<file path="src/rtl/v810_pkg.sv">
// Shared types and constants for the V810 external-bus cycle controller.
package v810_pkg;

  localparam int unsigned NUM_BUS_REGIONS = 8;

  // Bit order matches CFG_D: [5] ext_en, [4] bus16, [3:0] wait states.
  typedef struct packed {
    logic       ext_en;
    logic       bus16;
    logic [3:0] waits;
  } bus_region_cfg_t;

  localparam bus_region_cfg_t BUS_CFG_RST = '{ext_en: 1'b0, bus16: 1'b0, waits: 4'd3};

  typedef enum logic [0:0] {
    StIdle,
    StData
  } bctl_st_t;

  function automatic logic [NUM_BUS_REGIONS-1:0] region_onehot(input logic [2:0] region);
    logic [NUM_BUS_REGIONS-1:0] oh;
    oh = '0;
    oh[region] = 1'b1;
    return oh;
  endfunction

endpackage

</file>
<file path="src/rtl/v810_bus_region_cfg.sv">
// Per-region bus timing configuration: one write port, one combinational read port.
module v810_bus_region_cfg
  import v810_pkg::*;
(
  input  logic            CLK,
  input  logic            RES,
  input  logic            CE,
  input  logic            wr_i,
  input  logic [2:0]      wsel_i,
  input  bus_region_cfg_t wdata_i,
  input  logic [2:0]      rsel_i,
  output bus_region_cfg_t rdata_o
);

  bus_region_cfg_t cfg_q [NUM_BUS_REGIONS];

  always_ff @(posedge CLK) begin
    if (CE) begin
      if (RES) begin
        for (int i = 0; i < NUM_BUS_REGIONS; i++) begin
          cfg_q[i] <= BUS_CFG_RST;
        end
      end else if (wr_i) begin
        cfg_q[wsel_i] <= wdata_i;
      end
    end
  end

  assign rdata_o = cfg_q[rsel_i];

endmodule

</file>
<file path="src/rtl/v810_bus_ctrl.sv">
// V810 external-bus cycle controller: region decode, wait states, dynamic sizing and
// device-ready handling with a timeout backstop.
module v810_bus_ctrl
  import v810_pkg::*;
#(
  parameter int unsigned TIMEOUT_CYCLES = 255,
  parameter int unsigned REGION_MSB     = 26
) (
  input  logic        CLK,
  input  logic        RES,
  input  logic        CE,
  input  logic [31:0] A,
  input  logic        BCYSTn,
  input  logic        DAn,
  input  logic        MRQn,
  input  logic        RW,
  output logic        READYn,
  output logic        SZRQn,
  input  logic [7:0]  DEV_RDYn,
  output logic [7:0]  CS,
  output logic        CS_RD,
  output logic        CS_WR,
  input  logic        CFG_WR,
  input  logic [2:0]  CFG_SEL,
  input  logic [5:0]  CFG_D,
  output logic        TIMEOUT
);

  localparam int unsigned TcntW = (TIMEOUT_CYCLES < 1) ? 1 : $clog2(TIMEOUT_CYCLES + 1);
  localparam logic [TcntW-1:0] TcntMax = TcntW'(TIMEOUT_CYCLES);

  bctl_st_t        st_q, st_d;
  logic [2:0]      region_q, region_d;
  bus_region_cfg_t snap_q, snap_d;
  logic            mem_q, mem_d;
  logic [3:0]      wcnt_q, wcnt_d;
  logic [TcntW-1:0] tcnt_q, tcnt_d;

  logic [2:0]      a_region;
  bus_region_cfg_t a_cfg;
  logic            t1, in_data, dphase, rdy, tout_hit, done;
  logic            unused_a;

  assign a_region = A[REGION_MSB -: 3];
  assign unused_a = ^A;

  v810_bus_region_cfg u_cfg (
    .CLK     (CLK),
    .RES     (RES),
    .CE      (CE),
    .wr_i    (CFG_WR),
    .wsel_i  (CFG_SEL),
    .wdata_i (bus_region_cfg_t'(CFG_D)),
    .rsel_i  (a_region),
    .rdata_o (a_cfg)
  );

  // A start strobe always wins over a concurrent data strobe.
  assign t1       = ~BCYSTn;
  assign in_data  = (st_q == StData);
  assign dphase   = in_data & ~DAn & ~t1;
  assign rdy      = (wcnt_q == 4'd0) & (~snap_q.ext_en | ~DEV_RDYn[region_q]);
  assign tout_hit = (tcnt_q == TcntMax);
  assign done     = dphase & (rdy | tout_hit);

  always_ff @(posedge CLK) begin
    if (CE) begin
      if (RES) begin
        st_q     <= StIdle;
        region_q <= 3'd0;
        snap_q   <= BUS_CFG_RST;
        mem_q    <= 1'b0;
        wcnt_q   <= 4'd0;
        tcnt_q   <= '0;
      end else begin
        st_q     <= st_d;
        region_q <= region_d;
        snap_q   <= snap_d;
        mem_q    <= mem_d;
        wcnt_q   <= wcnt_d;
        tcnt_q   <= tcnt_d;
      end
    end
  end

  always_comb begin
    st_d     = st_q;
    region_d = region_q;
    snap_d   = snap_q;
    mem_d    = mem_q;
    wcnt_d   = wcnt_q;
    tcnt_d   = tcnt_q;
    if (t1) begin
      // Snapshot taken here, so a same-cycle config write only affects later cycles.
      st_d     = StData;
      region_d = a_region;
      snap_d   = a_cfg;
      mem_d    = ~MRQn;
      wcnt_d   = a_cfg.waits;
      tcnt_d   = '0;
    end else if (in_data && !DAn) begin
      if (rdy || tout_hit) begin
        st_d = StIdle;
      end else begin
        wcnt_d = (wcnt_q == 4'd0) ? 4'd0 : wcnt_q - 4'd1;
        tcnt_d = tcnt_q + TcntW'(1);
      end
    end
  end

  always_comb begin
    READYn  = ~done;
    TIMEOUT = dphase & tout_hit & ~rdy;

    SZRQn = 1'b1;
    if (t1) begin
      SZRQn = ~a_cfg.bus16;
    end else if (in_data) begin
      SZRQn = ~snap_q.bus16;
    end

    CS = '0;
    if (t1) begin
      if (!MRQn) begin
        CS = region_onehot(a_region);
      end
    end else if (in_data && mem_q) begin
      CS = region_onehot(region_q);
    end
    CS_RD = (|CS) & RW;
    CS_WR = (|CS) & ~RW;
  end

endmodule

</file>
<file path="config.mk">
export PLATFORM = sky130hd
export DESIGN_NAME = v810_bus_ctrl
export DESIGN_NICKNAME = d
export VERILOG_FILES = /design/src/rtl/v810_pkg.sv /design/src/rtl/v810_bus_region_cfg.sv /design/src/rtl/v810_bus_ctrl.sv
export SDC_FILE = /design/constraint.sdc
export NUM_CORES = 1
export LEC_CHECK = 0
export BUFFER_PORTS_ARGS = -buffer_cell sky130_fd_sc_hd__buf_2
export CORE_MARGIN = 3
export CORE_UTILIZATION = 35
export CTS_BUF_LIST = sky130_fd_sc_hd__clkbuf_4 sky130_fd_sc_hd__clkbuf_8
export CTS_CLUSTER_DIAMETER = 50
export CTS_CLUSTER_SIZE = 25
export DETAILED_ROUTE_END_ITERATION = 12
export GPL_TIMING_DRIVEN = 0
export PLACE_DENSITY = 0.66
export REMOVE_ABC_BUFFERS = 1
export SYNTH_ARGS = -nofsm -noshare
export SYNTH_HDL_FRONTEND = slang
export SYNTH_SLANG_ARGS = --single-unit
</file>
<file path="constraint.sdc">
create_clock -name CLK -period 9.3 [get_ports CLK]
set_input_delay 2.325 -clock CLK [delete_from_list [all_inputs] [get_ports CLK]]
set_output_delay 2.325 -clock CLK [all_outputs]
set_load 0.01 [all_outputs]
</file>
Word-level counts from Yosys, hierarchy flattened:

Memories as Yosys holds them, arrays and structs flattened.
Cells that the tools add are included.

* logic and storage cells: 85
* memory bits (writable): 48
* flip-flop bits (word level): 19
* memories: 1

* magnitude comparators: 4
* muxes and demuxes: 33
* equality and inequality tests: 5
* reductions and logical operators: 13
* add/subtract/negate cells: 2
* bitwise gates (word level): 20

Memories
* u_cfg.cfg_q: depth 8, width 6, read ports 1, clocked after Yosys merged registers in 0, write ports 8, line v810_bus_region_cfg.sv:15 `bus_region_cfg_t cfg_q [NUM_BUS_REGIONS];`

Operators with widths (number)
* 8-bit two-way mux: 5
* 1-bit two-way mux: 17
* 4-bit two-way mux: 4
* 6-bit two-way mux: 2
* 1-bit NOT: 10
* 8-bit by 1-bit adder with 8-bit output, second input constant: 1
* 1-bit bitwise AND: 8
* 8-bit == test, second input constant: 1
* 3-bit by 4-bit less-than comparator with 1-bit output, second input constant: 2
* 8-bit OR reduction: 1
* 1-bit demux with 3-bit select: 2
* 3-bit by 1-bit greater-or-equal comparator with 1-bit output, second input constant: 2
* 3-bit two-way mux: 2
* 3-bit by 2-bit inequality test with 1-bit output, second input constant: 2
* 3-bit AND reduction: 2
* 6-bit OR reduction: 1
* 1-bit logical AND: 4
* 4-bit logical NOT: 1
* 4-bit by 1-bit subtractor with 4-bit output, second input constant: 1
* 1-bit binary-select mux with 3-bit select: 1
* 3-bit inequality test, second input constant: 1
* 2-bit inequality test, second input constant: 1
* 1-bit OR: 2
* 2-bit AND reduction: 1
* 3 further kinds: 3

Depth between registers and ports, before layout:

Gate-level depths: netlist of run 1.

* depth after elaboration: 9
* mapped depth: 7
* gate-level depth less buffers: 5

Modules after synthesis:

From an unflattened synthesis of run 1, not the netlist that was laid out.

* cell total of the unflattened synthesis: 261
* area, all modules: 3410.8 µm²

By module, submodules not included
* v810_bus_region_cfg: times used 1, area an instance 2238.4 µm², cells an instance 145, sequential area each 1441.4 µm²
* v810_bus_ctrl: times used 1, area an instance 1172.4 µm², cells an instance 116, sequential area each 570.5 µm²

Worst setup path before layout of run 1:

No wires, ideal clock.

* kind: input port to output port
* from: input port A[25]
* to: output port SZRQn
* required time: 6975 ps
* data arrival time: 3470 ps
* path slack: 3505 ps
* stages on the path: 5
* buffers on the path: 1
* path through: buf_2 > mux4_2 > mux2i_1 > nor2_1 > a31oi_1

* cells in the longest elaborated chain, start to end: 3

RTL lines
* from (decl): line v810_bus_ctrl.sv:12 `input logic [31:0] A,`
* memory read 8 x 6 bit
* 1-bit NOT: line v810_bus_ctrl.sv:117 `SZRQn = ~a_cfg.bus16;`
* 1-bit two-way mux: line v810_bus_ctrl.sv:116 `if (t1) begin`
* to (decl): line v810_bus_ctrl.sv:18 `output logic SZRQn,`

No other way between the ends.

Worst setup path after layout of run 1:

Ends and elaborated chain as after synthesis.

==> impl_metrics.csv, run 1 <==
group,metric,value,unit
run_status,outcome,"finished, final reports clean",
synth,share_of_yosys_cell_area_claimed_by_the_top_area_cell_type,59.0,%
critical_path,worst_setup_path_start_kind,"input port",
clock_network,clkSlewWorstSetupHoldPaths,0.07,ns
clock_network,worstSkewPairLatency,0.35,ns
synth,synth-compound-area-share,7.92,%
critical_path,crit_top_cell,"sky130_fd_sc_hd__buf_2",
critical_path,timing.setup.critical_path_class,"in -> out",
timing,hold_viol_final,0,
placed_design,post-dp-hpwl,5030,um
routing,postRouteWirelength,7050,um
synth,most_area_consuming_cells_after_synthesis,"sky130_fd_sc_hd__edfxtp_1 59%, sky130_fd_sc_hd__mux4_2 7.3%, sky130_fd_sc_hd__and2_1 5.9%",
timing,timing.fmax,0.161,GHz
power,total_power,674,uW
power,power_density,171,nW/um^2
synth,synth_area_per_cell,12.8,um^2
floorplan,die_height,105,um
routing,detail_route.wl_per_cell,16.0,um
power,cellLeakagePower,0.00139,uW
critical_path,crit_path_top_delay_cell,"sky130_fd_sc_hd__mux4_2",
timing,timing.slew.headroom,46.9,%
floorplan,dieArea,11000,um^2
routing,drcViolationCount,0,
timing,post-route-period-util,67.0,%
floorplan,top_level_ports,70,
timing,fin_tns_setup,0,ns
floorplan,placement_rows,35,
routing,drt.antenna.violating_nets,0,
grt,grt_util_all_layers,13.3,%
clock_network,cts_repair_resize_count,0,
clock_network,h-tree-depth,3,
synth,mux_share_of_post_synthesis_cell_area,10.3,%
synth,yosysSeqAreaShare,59.0,%
cells_and_area,leading_cell_type_in_the_layout_fill_and_taps_excluded,"sky130_fd_sc_hd__edfxtp_1",
timing,grt_setup_unrepaired,"no",
clock_network,cts_buffer_depth,2,
grt,globalRouteOverflowTotal,0,
critical_path,crit_path_end_kind,"output pin",
floorplan,starting_density,36.4,%
critical_path,worst_path_largest_cell_delay,0.57,ns
grt,grt_pass1_vias,2361,
synth,synth_cell_type_count,40,
cells_and_area,diode_insertion_count_for_antenna_repair,0,
routing,num_vias,2294,
synth,postSynthCellCount,267,
cells_and_area,drive_above_1_share,24.1,%
clock_network,tritoncts.num_buffers,9,
grt,grt_pass1_wl,11500,um
critical_path,critPathRequiredTime,6.98,ns
floorplan,fp.dieW,105,um
power,vdd_drop_max,0.000112,V
critical_path,cp_max_fo,16,
grt,maximum_number_of_pins_on_one_net_before_global_route_repair,23,
clock_network,postCtsHoldBufs,0,
timing,timing.final.crit_period,6.23,ns
cells_and_area,layout.cells.most_common_list,"67 x sky130_fd_sc_hd__edfxtp_1, 40 x sky130_fd_sc_hd__buf_2, 32 x sky130_fd_sc_hd__and2_1",
cells_and_area,syn_to_final_growth,15.3,%
placed_design,routabilityCongestion,0.776,
synth,synthXorXnorAreaFrac,1.03,%
clock_network,tritoncts,"built",
routing,drtPass1Iterations,6,
grt,antenna_found_initial,0,
synth,synth-adder-area-share,0.367,%
placed_design,buffer_ports.inserted,40,
critical_path,critical_path.cell_chain,"buf_2, mux4_2, mux2i_1, nor2_1, a31oi_1, buf_2",
timing,maxSlewViolCount,0,
clock_network,tritoncts_num_sinks,67,
synth,synth_top_area_cell,"sky130_fd_sc_hd__edfxtp_1",
clock_network,clock_root_cell,"sky130_fd_sc_hd__clkbuf_8",
timing,timing_worst_slew_pin_value,0.790,ns
floorplan,core_region_area,9370,um^2
synth,syn_std_cell_area,3410,um^2
routing,drt-vias-per-instance,5.21,
timing,clock-skew-final,0.0112,ns
synth,synth-warning-count,0,
cells_and_area,design.final.nets,364,
synth,synth_simple_gate_area_share,19.6,%
critical_path,reg2reg_setup_slack,6.98,ns
synth,synth_seq_cells,67,
synth,synth_top_family_by_area,"simple AND/OR/NAND/NOR gates",
worst_hold_path,min_path_type,"reg -> reg",
job,timing.max_cap.violations,0,
clock_network,cts_post_setup_buffers_inserted,0,
critical_path,worstPathArrival,3.91,ns
routing,detail_route.iter0.violations,79,
timing,setup_viol,0,
logic make-up (layout without fill, tap and decap cells):
kind of cell | count (synthesis) | count (layout)
DFF | 67 | 67
adders and majority gates | 1 | 1
AOI/OAI and AO/OA | 40 | 40
xor gates and xnor gates | 4 | 4
muxes | 21 | 21
buffers and inverters | 15 | 59
and+or+nand+nor | 119 | 119
final timing paths:
| path | from | depth (start not counted) | to |
|---|---|---|---|
| min reg2reg | tcnt_q[0] | 1 | tcnt_q[0] |
| max | A[25] | 6 | SZRQn |
| min | tcnt_q[0] | 1 | tcnt_q[0] |
| max reg2reg | region_q[0] | 5 | tcnt_q[0] |
metrics by stage:
step	utilization (%)	area, um^2	hold WS [ns]	std cells	worst slack (ns)
finish	42.0	3930	0.598	440	3.07
global route	42.0	3930	0.620	440	2.95
CTS	42.0	3930	0.603	440	3.03
detailed placement	39.8	3730	0.592	424	3.03
global placement	39.7	3720	0.576	423	3.02
floorplan	-	3360	0.563	254	3.51
routing by layer:
| metal | global-route usage (%) | part of all wire (%) | wire length [um] |
|---|---|---|---|
| met4 | 2.91 | 0.60 | 42 |
| met3 | 3.52 | 5.1 | 362 |
| met5 | 0 | 0 | 0 |
| met2 | 22.9 | 51 | 3610 |
| met1 | 16.9 | 43 | 3030 |
state kept, by name (all words and copies together) (netlist names):
signal and cells:
wcnt_q 4, u_cfg.cfg_q 48, snap_q 2, region_q 3
in_data 1, mem_q 1, tcnt_q 8
worst max-delay path: cells and delay by family:
kind,cells,cell delay [ns]
multiplexers,2,0.85
buffers and inverters,2,0.52
AO/OA/AOI/OAI,1,0.13
AND/OR/NAND/NOR,1,0.07
power by group:
| group | leakage, uW | switching [uW] | internal, uW |
|---|---|---|---|
| registers | 0.000626 | 10.6 | 353 |
| logic | 0.000675 | 38.3 | 29.1 |
| clock network | 0.0000923 | 117 | 125 |
cell usage after synthesis (all sizes together):
cell type / count
o31ai: 1
xor2: 3
and3: 1
nor3b: 1
mux4: 11
a31oi: 2
nor3: 3
nand4: 2
a211oi: 5
and3b: 1
and2: 32
or3: 16
nand2: 11
nand2b: 13
nor2b: 7
o22ai: 8
a21oi: 5
clkbuf: 8
a21o: 8
or4: 1
nand3b: 1
o32ai: 2
o41ai: 1
xnor2: 1
or2: 1
nand3: 4
nor2: 23
buf: 5
ha: 1
o21ai: 6
edfxtp: 67
a311oi: 2
mux2: 4
mux2i: 6
nand4b: 2
inv: 2
final cells by class:
cell class,count,area [um^2]
fill,926,5440
sequential,67,2010
multi-input combinational,185,1350
timing repair buffer,41,208
tap,129,161
clock buffer,9,124
clock inverter,7,75.1
inverter,2,7.51
No activity file was read; power rests on OpenSTA's default activity.
==> run 2, diff against run 1 <==
ABC_AREA = 1   (was unset)
clock period = 6.1 ns   (was 9.3 ns; I/O delays follow)
==> run 2 against run 1 <==
Effect of this change:
- via count rose by 17%
- global-route usage rose by 0.80 points
- critical path depth increased by 3
- design area increased by 1.0%
- clock skew fell by 0.0032 ns
- total power increased by 46%
- critical endpoint is now CS_RD
- largest cell class unchanged
==> impl_metrics.csv, run 2 <==
group,metric,value,unit
routing,met3_length,429,um
floorplan,fp.dieW,106,um
routing,highest-signal-layer,"met4",
routing,drt-vias-per-instance,4.74,
worst_hold_path,min-delay-start,"tcnt_q[0]",
synth,synthMostInstantiatedCell,"sky130_fd_sc_hd__nor2_1",
cells_and_area,design.final.nets,488,
synth,syn_std_cell_area,3470,um^2
clock_network,clock_root_cell,"sky130_fd_sc_hd__clkbuf_8",
timing,timing.slew.headroom,63.2,%
routing,detail_route.iter0.violations,144,
critical_path,worst_r2r_startpoint,"region_q[0]",
routing,postRouteWirelength,7500,um
timing,post-route-period-util,74.4,%
critical_path,cp_top_family,"buffers and inverters",
grt,grt_pass1_wl,12300,um
synth,synth.cells.most_frequent,"108 x sky130_fd_sc_hd__nor2_1, 76 x sky130_fd_sc_hd__nand2_1, 67 x sky130_fd_sc_hd__edfxtp_1",
cells_and_area,layout.cells.most_common_list,"108 x sky130_fd_sc_hd__nor2_1, 76 x sky130_fd_sc_hd__nand2_1, 67 x sky130_fd_sc_hd__edfxtp_1",
routing,drtPass1Iterations,4,
critical_path,crit_path_end_kind,"output pin",
job,timing.max_cap.violations,0,
cells_and_area,fillerInstances,976,
synth,synth_cell_type_count,30,
critical_path,timing.setup.critical_path_class,"in -> out",
floorplan,die_height,106,um
grt,grt_pass1_vias,2606,
cells_and_area,final_cell_count_without_fillers,564,
grt,maximum_number_of_pins_on_one_net_before_global_route_repair,27,
timing,timing.final.crit_period,4.54,ns
clock_network,postCtsHoldBufs,0,
grt,globalRouteOverflowTotal,0,
placed_design,buffer_ports.inserted,40,
synth,synth_seq_cells,67,
synth,postSynthCellCount,385,
critical_path,critical_path.cell_chain,"buf_2, inv_4, nand2_1, o21ai_2, nor2_1, nand3_2, nor2_2, nor2_1, buf_2",
critical_path,worst_setup_path_start_kind,"input port",
power,total_power,985,uW
critical_path,crit_path_top_delay_cell,"sky130_fd_sc_hd__buf_2",
run_status,outcome,"finished, final reports clean",
synth,synth_area_per_cell,9.02,um^2
clock_network,cts_buffer_depth,2,
clock_network,tritoncts.num_buffers,9,
critical_path,reg2reg_setup_slack,4.14,ns
critical_path,critical_r2r_capture,"wcnt_q[1]",
floorplan,top_level_ports,70,
clock_network,tritoncts_num_sinks,67,
cells_and_area,leading_cell_type_in_the_layout_fill_and_taps_excluded,"sky130_fd_sc_hd__nor2_1",
floorplan,placement_rows,35,
power,vdd_drop_max,0.000119,V
routing,drcViolationCount,0,
routing,met1Wirelength,3470,um
critical_path,critical_path_buffers_and_inverters,3,
floorplan,core_region_area,9460,um^2
clock_network,cts_post_setup_buffers_inserted,0,
cells_and_area,diode_insertion_count_for_antenna_repair,0,
grt,antenna_found_initial,0,
clock_network,cts_repair_resize_count,0,
synth,yosysSeqAreaShare,57.9,%
clock_network,tritoncts,"built",
timing,post-route-worst-setup-slack,1.56,ns
critical_path,worst_path_largest_cell_delay,0.43,ns
timing,setup_viol,0,
routing,num_vias,2673,
timing,grt_setup_unrepaired,"no",
critical_path,worstPathArrival,3.01,ns
critical_path,cp_max_fo,26,
placed_design,routabilityCongestion,0.806,
floorplan,dieArea,11200,um^2
worst_hold_path,holdPathEnd,"tcnt_q[0]",
power,cellLeakagePower,0.00161,uW
placed_design,post-place-cells,548,
cells_and_area,max_flop_register,"u_cfg.cfg_q",
synth,synth-warning-count,0,
timing,hold_viol_final,0,
critical_path,critPathRequiredTime,4.58,ns
placed_design,place_ws,1.55,ns
routing,drt.antenna.violating_nets,0,
timing,clock-skew-final,0.00806,ns
placed_design,post-dp-hpwl,5530,um
cells_and_area,syn_to_final_growth,14.4,%
synth,postSynth.topFlopCell,"sky130_fd_sc_hd__edfxtp_1",
cells_and_area,ff_latch_area,2010,um^2
synth,share_of_yosys_cell_area_claimed_by_the_top_area_cell_type,57.9,%
clock_network,h-tree-depth,3,
clock_network,worstSkewPairLatency,0.34,ns
synth,count_of_flip_flops_with_a_built_in_enable_after_synthesis,67,
routing,route.met2.wl,3510,um
cells_and_area,multi_input_area,1260,um^2
critical_path,rr_worst_depth,11,
timing,fin_tns_setup,0,ns
clock_network,clkSlewWorstSetupHoldPaths,0.07,ns
timing,timing_worst_slew_pin_value,0.551,ns
floorplan,starting_density,36.7,%
power,power_density,248,nW/um^2
timing,maxSlewViolCount,0,
worst_hold_path,min_path_type,"reg -> reg",
synth,synth_top_area_cell,"sky130_fd_sc_hd__edfxtp_1",
cells_and_area,drive_above_1_share,21.1,%
worst_hold_path,whs_path_depth,1,
routing,detail_route.wl_per_cell,13.3,um
cells_and_area,reg.largest.list,"u_cfg.cfg_q (48), tcnt_q (8), wcnt_q (4)",
grt,grt_util_all_layers,14.1,%
timing,timing.fmax,0.220,GHz
synth,most_area_consuming_cells_after_synthesis,"sky130_fd_sc_hd__edfxtp_1 58%, sky130_fd_sc_hd__nor2_1 12%, sky130_fd_sc_hd__nand2_1 8.2%",
synth,synthArstFlopShare,0,%
cells_and_area,largest_register_ffs,48,
run 2: cell count changes after synthesis, moves of 8 or more:
cell | before | now
sky130_fd_sc_hd__nor2_1 | 23 | 108
sky130_fd_sc_hd__nand2_1 | 11 | 76
sky130_fd_sc_hd__and2_1 | 32 | 0
sky130_fd_sc_hd__inv_1 | 2 | 33
sky130_fd_sc_hd__or3_1 | 16 | 0
sky130_fd_sc_hd__nand2b_1 | 13 | 0
sky130_fd_sc_hd__o21ai_0 | 6 | 19
sky130_fd_sc_hd__mux4_2 | 11 | 0
sky130_fd_sc_hd__inv_2 | 0 | 10
sky130_fd_sc_hd__o21ai_1 | 0 | 9
sky130_fd_sc_hd__a21o_1 | 8 | 0
sky130_fd_sc_hd__clkbuf_1 | 8 | 0
sky130_fd_sc_hd__o22ai_1 | 8 | 0
run 2: per-stage QoR:
step / instance area, um^2 / hold slack (ns) / utilization, %
3_5_place_dp: 3800 / 0.592 / 40.2
5_1_grt: 3970 / 0.637 / 42.0
6_report: 3970 / 0.603 / 42.0
3_3_place_gp: 3800 / 0.578 / 40.2
2_1_floorplan: 3440 / 0.559 / -
4_1_cts: 3970 / 0.604 / 42.0
run 2: final cells by class:
cell class	count	area share, %
sequential	67	50.6
multi-input combinational	268	31.7
timing repair buffer	40	5.04
inverter	44	4.22
tap	129	4.06
clock buffer	10	3.31
clock inverter	6	1.04
run 2: power breakdown:
part           switching [uW]  internal, uW
clock network             173           152
logic                    75.8          33.7
registers                12.6           538
run 2: how the worst max path moves through the flow:
stage                     startpoint    end  slack (ns)  cells past startpoint
final                          A[24]  CS_RD        1.56                      9
after global routing           A[24]  CS_RD        1.42                      9
after floorplan                A[24]  CS_RD        2.22                      7
after CTS                      A[24]  CS_RD        1.54                      9
after detailed placement       A[24]  CS_RD        1.55                      9
after global placement         A[24]  SZRQn        1.63                      8
run 2: cell families after synthesis:
group / Yosys count / share of synthesized area (%)
and+or+nand+nor: 215 / 26.6
buffers and inverters: 50 / 5.83
AOI/OAI and AO/OA: 51 / 9.04
DFF: 67 / 57.9
xor gates and xnor gates: 1 / 0.252
adders and majority gates: 1 / 0.360
run 2: per-layer routing:
metal | GRT usage, % | vias up
met5 | 0 | -
met4 | 5.09 | 0
met3 | 3.80 | 10
met2 | 22.6 | 68
met1 | 18.5 | 1233
li1 | - | 1362
run 2: worst reg2reg max path: cells and delay by family (launching register included):
family        cells  cell delay, ns
buf+inv           1            0.16
flops             1            0.51
simple gates     10            0.93
